===== config.mk =====
export PLATFORM = sky130hd
export DESIGN_NAME = tpn_stream_reader
export DESIGN_NICKNAME = d
export VERILOG_FILES = /design/src/rtl/tpn_stream_reader.sv
export SDC_FILE = /design/constraint.sdc
export NUM_CORES = 1
export LEC_CHECK = 0
export CAP_MARGIN = 5
export CORE_MARGIN = 4
export CORE_UTILIZATION = 50
export DETAILED_ROUTE_END_ITERATION = 8
export GPL_TIMING_DRIVEN = 0
export PLACE_DENSITY = 0.75
export SLEW_MARGIN = 10
export SYNTH_ARGS = -nofsm -noshare
export SYNTH_HDL_FRONTEND = slang
export SYNTH_SLANG_ARGS = --single-unit

===== constraint.sdc =====
create_clock -name clk -period 5.5 [get_ports clk]
set_input_delay 1.65 -clock clk [delete_from_list [all_inputs] [get_ports clk]]
set_output_delay 1.65 -clock clk [all_outputs]
set_load 0.02 [all_outputs]

===== src/rtl/tpn_stream_reader.sv =====
// Streams a snapshot of the packed true-page-number array one entry per
// valid/ready handshake, tagging each entry with its bit offset, last and range-error flags.
module tpn_stream_reader #(
  parameter int NOP        = 24,
  parameter int NOP_WIDTH  = 5,
  parameter int P_SIZE     = 12,
  parameter int OFS_WIDTH  = 7,
  parameter int BOFS_WIDTH = 9
) (
  input  logic                      clk,
  input  logic                      rst,
  input  logic                      start,
  input  logic [NOP*NOP_WIDTH-1:0]  tpn_arr,
  input  logic [OFS_WIDTH-1:0]      tpn_ofs,
  output logic                      out_valid,
  input  logic                      out_ready,
  output logic [NOP_WIDTH-1:0]      out_tpn,
  output logic [BOFS_WIDTH-1:0]     out_bit_ofs,
  output logic                      out_last,
  output logic                      out_err,
  output logic                      busy,
  output logic                      done,
  output logic [NOP_WIDTH-1:0]      emit_cnt,
  output logic                      err_align
);

  localparam int ARR_W = NOP * NOP_WIDTH;
  localparam int CMP_W = OFS_WIDTH + 2;
  localparam logic [OFS_WIDTH-1:0] MAX_OFS  = OFS_WIDTH'(ARR_W);
  localparam logic [OFS_WIDTH-1:0] STEP     = OFS_WIDTH'(NOP_WIDTH);
  localparam logic [CMP_W-1:0]     LOOKAHEAD = CMP_W'(2 * NOP_WIDTH);

  typedef enum logic [1:0] {
    IDLE   = 2'd0,
    STREAM = 2'd1,
    DONE   = 2'd2
  } state_t;

  state_t                 state;
  state_t                 state_nx;
  logic [ARR_W-1:0]       arr_snap;
  logic [OFS_WIDTH-1:0]   ofs_c;
  logic [OFS_WIDTH-1:0]   ptr;

  logic [OFS_WIDTH-1:0]   ofs_clamp;
  logic                   misalign;
  logic [NOP_WIDTH-1:0]   entry;
  logic                   entry_last;
  logic                   entry_err;
  logic [BOFS_WIDTH-1:0]  entry_bofs;

  // Start-time conditioning: clamp the fill level and flag misaligned or oversized input.
  always_comb begin
    if (tpn_ofs > MAX_OFS) begin
      ofs_clamp = MAX_OFS;
      misalign  = 1'b1;
    end else begin
      ofs_clamp = tpn_ofs;
      misalign  = ((tpn_ofs % STEP) != {OFS_WIDTH{1'b0}});
    end
  end

  // Current entry and its derived fields, all from registered snapshot state.
  always_comb begin
    entry      = arr_snap[ptr +: NOP_WIDTH];
    entry_last = (({2'b00, ptr} + LOOKAHEAD) > {2'b00, ofs_c});
    entry_err  = ({1'b0, entry} >= (NOP_WIDTH + 1)'(NOP));
    if (entry_err) begin
      entry_bofs = {BOFS_WIDTH{1'b0}};
    end else begin
      entry_bofs = BOFS_WIDTH'(entry) * BOFS_WIDTH'(P_SIZE);
    end
  end

  // Next-state logic and state-decoded outputs; out_* fields are zero outside STREAM.
  always_comb begin
    state_nx    = state;
    out_valid   = 1'b0;
    out_tpn     = {NOP_WIDTH{1'b0}};
    out_bit_ofs = {BOFS_WIDTH{1'b0}};
    out_last    = 1'b0;
    out_err     = 1'b0;
    busy        = 1'b0;
    done        = 1'b0;
    case (state)
      IDLE: begin
        if (start) begin
          state_nx = (ofs_clamp >= STEP) ? STREAM : DONE;
        end else begin
          state_nx = IDLE;
        end
      end
      STREAM: begin
        busy        = 1'b1;
        out_valid   = 1'b1;
        out_tpn     = entry;
        out_bit_ofs = entry_bofs;
        out_last    = entry_last;
        out_err     = entry_err;
        if (out_ready && entry_last) begin
          state_nx = DONE;
        end else begin
          state_nx = STREAM;
        end
      end
      DONE: begin
        busy     = 1'b1;
        done     = 1'b1;
        state_nx = IDLE;
      end
      default: begin
        state_nx = IDLE;
      end
    endcase
  end

  // State, snapshot, pointer and pass counters.
  always_ff @(posedge clk) begin
    if (rst) begin
      state     <= IDLE;
      arr_snap  <= {ARR_W{1'b0}};
      ofs_c     <= {OFS_WIDTH{1'b0}};
      ptr       <= {OFS_WIDTH{1'b0}};
      emit_cnt  <= {NOP_WIDTH{1'b0}};
      err_align <= 1'b0;
    end else begin
      state <= state_nx;
      case (state)
        IDLE: begin
          if (start) begin
            arr_snap  <= tpn_arr;
            ofs_c     <= ofs_clamp;
            ptr       <= {OFS_WIDTH{1'b0}};
            emit_cnt  <= {NOP_WIDTH{1'b0}};
            err_align <= misalign;
          end
        end
        STREAM: begin
          if (out_ready) begin
            ptr      <= ptr + STEP;
            emit_cnt <= emit_cnt + NOP_WIDTH'(1);
          end
        end
        default: begin
        end
      endcase
    end
  end

endmodule


After elaboration in Yosys (flattened, before gate mapping). Index checks and enable logic that the tools add are counted.

Register bits: 142. Bits of input ports: 131. Output and inout bits: 25.

Add/subtract/negate cells: 3. Multiply operators: 1. Div/mod/pow operators: 1. Order comparisons: 4. Equality and inequality tests: 4. Shift-type cells: 1. Muxes and demuxes: 20. Reductions and logical operators: 7.

Operators by type and width (count): 120-bit by 8-bit variable part select with 5-bit output (1); 7-bit 2-to-1 mux (3); 9-bit 2-to-1 mux (2); 5-bit 2-to-1 mux (3); 7-bit case mux with 2 select lines (1); 5-bit case mux with 2 select lines (1); 7-bit by 4-bit adder with 8-bit output, second input constant (1); 8-bit by 7-bit greater-than comparator with 1-bit output (1); 7-bit by 3-bit adder with 7-bit output, second input constant (1); 7-bit by 3-bit >= comparator with 1-bit output, second input constant (1); 7-bit greater-than comparator, second input constant (1); 7-bit by 3-bit modulo with 7-bit output, second input constant (1); 5-bit by 2-bit multiplier with 7-bit output, second input constant (1); 7-bit nonzero test (1); 1-bit 2-to-1 mux (6); 2-bit 2-to-1 mux (3); 5-bit by 1-bit adder with 5-bit output, second input constant (1); 5-bit >= comparator, second input constant (1); 2-bit inequality test, second input constant (2); 2-bit case mux with 2 select lines (1); 3-bit AND reduction (1); 2-bit by 1-bit equality test with 1-bit output, second input constant (1); 2-bit equality test, second input constant (1); 2-bit logical NOT (1); 4 further kinds (4).

Logic depth before layout (Yosys ltp).
Depth after elaboration: 6. Depth in mapped cells: 21. Mapped depth without buffers: 16.

Worst setup path before layout. Ideal clock, no wire load.

Path type: reg2out. Start: register ptr[1]. End: output port out_bit_ofs[7]. Arrival: 3.585 ns. Required time: 3.850 ns. Path slack: 0.265 ns. Cell stages (with the launch flop): 19. Path through: dfxtp_1 -> buf_6 -> buf_8 -> mux2_2 -> mux4_2 -> nand2_1 -> o21ai_0 -> a211oi_1 -> a311oi_1 -> a31oi_2 -> inv_1 -> ha_1 -> inv_1 -> fa_1 -> nor2_1 -> o21bai_1 -> nand2_1 -> mux2_1 -> nor2_1.

Longest elaborated chain between the ends: 4. Elaborated cells between the ends (all ways): 5. Those cells by class: 1 x mul; 1 x order compare; 1 x shift; 2 x mux.

Ends and longest elaborated chain: start: declaration (line 43) `logic [OFS_WIDTH-1:0] ptr;`; start signal: assignment (line 123) `ptr <= {OFS_WIDTH{1'b0}};`; start signal: assignment (line 133) `ptr <= {OFS_WIDTH{1'b0}};`; start signal: assignment (line 140) `ptr <= ptr + STEP;`; 120-bit by 8-bit variable part select with 5-bit output * (line 65) `entry = arr_snap[ptr +: NOP_WIDTH];`; 5-bit by 2-bit multiplier with 7-bit output / 5-bit >= comparator (equally long branches) (line 71, 67); 9-bit 2-to-1 mux * (line 68) `if (entry_err) begin`; 9-bit 2-to-1 mux * (line 85) `case (state)`; end: declaration (line 18) `output logic [BOFS_WIDTH-1:0] out_bit_ofs,`.

Every way passes the cells marked *; elsewhere a longest branch is shown, timed or not.

Worst setup path in the final report.
Start: register ptr[0]. End: output port out_bit_ofs[7].

Same word-level chain as after synthesis.

==> qor.yml <==
hold_path.class: "reg2reg"
grt_antenna_before_repair: 0
finalMaxSlewViolations: 0
grt_pass1_wl_um: 53200
ys_top_cells_by_area: "dfxtp_1, mux4_2, nand2_1"
swShare_pct: 31.9
cts_tree: "yes"
rrSetupSlack_ns: 2.29
worst_slack_ns: -0.336
drt_drc_violations_left: 0
r2r_end: "state[1]"
cp_max_fo: 7
synth_xor_xnor_area_share_pct: 1.19
fp.coreArea_um2: 20200
synth_seq_area_share_pct: 27.6
design_power_total_mw: 3.22
violations: "negative setup slack"
insertion_delay_ns: 0.44
synth_cell_types: 65
ctsLongestPathBuffers: 2
first_pass_iters: 6
p_int_mw: 2.19
rsz0062_at_grt: "true"
ys.flop_type: "dfxtp_1"
netlist_area_um2: 10300
critPathKind: "reg2out"
yosysTopAreaCell: "dfxtp_1"
final-setup-viol-count: 5
synth_compound_area_share_pct: 13.7
nNetsFinal: 1500
p_sw_mw: 1.03
async_flop_share_pct: 0
startpoint_type: "register"
status: "complete, but fails checks"
p_leak_nw: 4.86
viasPerCell: 6.22
fin_crit_ns: 5.84
worst_r2r_path_depth: 14
drt-initial-drc-count: 1150
drive_gt1_share_pct: 20.7
vdd_drop_max_mv: 0.152
antennaDiodeCount: 0
yosys-top-cells-count: "nand2_1, a21oi_1, dfxtp_1"
grt_overflow: 0
clock_skew_ns: 0.00875
cts_htree_levels: 4
yosysMostFrequentCell: "nand2_1"
timing.critical_path.to_type: "primary output"
synth-edff-count: 0
power_frac_comb_pct: 28.5
maxCapViolCount: 0
num_rows: 52
synth.mux.area_fraction_pct: 31.0
gp_congestion: 1.03
setup-tns-final_ns: -1.12
required_ns: 3.85
grtUsageTotal_pct: 30.6
yosys.area_share.simple_pct: 17.0
cp.arrival_ns: 4.19
finalHoldViolCount: 0
vias: 10134
die_h_um: 152
synthAdderAreaFrac_pct: 2.87
p_per_area_nw_per_um2: 243
pin_count: 156
ys_warn_count: 0
synth_top_cell_area_share_pct: 27.6
setup.worst_path.start: "ptr[0]"
die_area_um2: 23000
initial_core_util_pct: 50.9
wl_per_cell_um: 21.8
grt_max_degree: 17
slew_headroom_pct: 26.2
antenna_left: 0
critPathCapture: "out_bit_ofs[7]"
synth_top_family_by_area: "multiplexers"
first_global_vias: 9566
fp.dieW_um: 152
ctsHoldBuffers: 0
totalWireLength_um: 35500
dp_hpwl_um: 25200
port_buffers: 150
synth_seq_cells: 142
seqPwrFrac_pct: 37.2
tightest_slew_ns: 1.11
clkSinkCount: 142
synth.avg_cell_area_um2: 9.00
clk_pin_slew_ns: 0.06
max_freq_mhz: 171
rr_startpoint: "ptr[2]"
whs_path_depth: 2
areaGrowthSynthToFinish_pct: 28.9
pwr-share-clk_pct: 34.3
post-route-period-util_pct: 106
netlist_instances: 1144
cts_root_buf: "clkbuf_16"
cts_buffers: 17
worst min path at each step:
| stage | from | end | slack [ns] |
|---|---|---|---|
| 3_3_place_gp | ofs_c[6] | ofs_c[6] | 0.44 |
| 3_5_place_dp | arr_snap[0] | arr_snap[0] | 0.45 |
| 6_report | arr_snap[1] | arr_snap[1] | 0.46 |
| 4_1_cts | arr_snap[1] | arr_snap[1] | 0.46 |
| 2_1_floorplan | arr_snap[0] | arr_snap[0] | 0.44 |
| 5_1_grt | ofs_c[4] | ofs_c[4] | 0.49 |
per-layer routing:
metal  wire, um  share of wire [%]  track usage, %  vias up
met5          0                  0           0.682        -
met4       1780                5.0            17.4        0
met3       3940                 11            8.80      126
met2      16000                 45            45.7      656
met1      13800                 39            39.9     4799
li1           -                  -               -     4553
stage by stage:
step / setup slack [ns] / hold WS [ns] / area (um^2) / std cells / util [%]
final: -0.336 / 0.463 / 13300 / 1629 / 65.6
after global routing: -0.411 / 0.491 / 13300 / 1629 / 65.6
after CTS: -0.333 / 0.465 / 13000 / 1609 / 64.4
after detailed placement: -1.13 / 0.449 / 12100 / 1565 / 60.0
after global placement: -0.976 / 0.443 / 12100 / 1565 / 60.0
after floorplan: 0.265 / 0.436 / 10300 / 1145 / -
power by group through the flow:
stage | clock (mW) | combinational, mW | sequential (mW)
floorplan | 0 | 0.544 | 1.17
global placement | 0 | 0.810 | 1.20
detailed placement | 0 | 0.821 | 1.21
CTS | 1.11 | 0.869 | 1.19
global route | 1.16 | 0.979 | 1.20
finish | 1.11 | 0.917 | 1.20
kinds of logic after synthesis:
group / after synthesis
compound gates: 241
buf+inv: 130
fa+ha+maj: 23
flops: 142
xor+xnor: 14
mux: 163
simple gates: 430
other cells: 1
state kept, by name, indices dropped and copies added (netlist names):
register / flops
state: 2
err_align: 1
emit_cnt: 5
ofs_c: 7
arr_snap: 120
ptr: 7
cells in the final DEF (no fill, tap or decap), types with 4 or more instances in the layout:
master and instances:
a31oi_1 10, nor2_1 36, buf_1 8, clkdlybuf4s50_1 140, mux2i_1 32, inv_1 18, mux2_2 13, ha_1 19
nand2_1 328, buf_6 10, clkinv_2 5, nand3_1 12, nor2_2 4, clkbuf_1 46, o21ai_0 20, mux4_2 103
buf_8 4, o211ai_1 7, mux4_1 14, clkbuf_2 4, nor3_1 8, inv_2 5, a21oi_1 153, xnor2_1 9
buf_12 11, clkinvlp_4 5, dfxtp_1 139, nand4_1 4, and2_1 4, buf_4 52, clkbuf_16 17, a22oi_1 4
xor2_1 5, buf_2 11, nor2b_1 10, nand2b_1 4
cell type report:
class	count	area [um^2]
sequential	142	2850
buffer	103	754
clock inverter	10	90.1
inverter	26	106
timing repair buffer	183	1750
fill	1652	6960
clock buffer	22	464
multi-input combinational	873	6920
tap	270	338
critical path, cell delays in order (launching register included):
cell,delay (ns)
dfxtp_2,0.35
buf_8,0.15
buf_12,0.14
mux4_2,0.58
mux4_2,0.51
and2_4,0.18
a211oi_2,0.17
a311oi_2,0.10
a31oi_4,0.24
inv_2,0.08
ha_4,0.17
inv_2,0.05
fa_2,0.20
nor2_2,0.05
o21bai_2,0.16
nand2_1,0.10
mux2_4,0.28
nor2_1,0.09
buf_4,0.15
repair_timing:
action / CTS / global route
pin swaps: 14 / 19
buffers inserted: 11 / 21
setup endpoints to repair: 13 / 9
gates resized for setup: 113 / 42
gates cloned: 1 / 0
(Power assumes the default switching activity.)
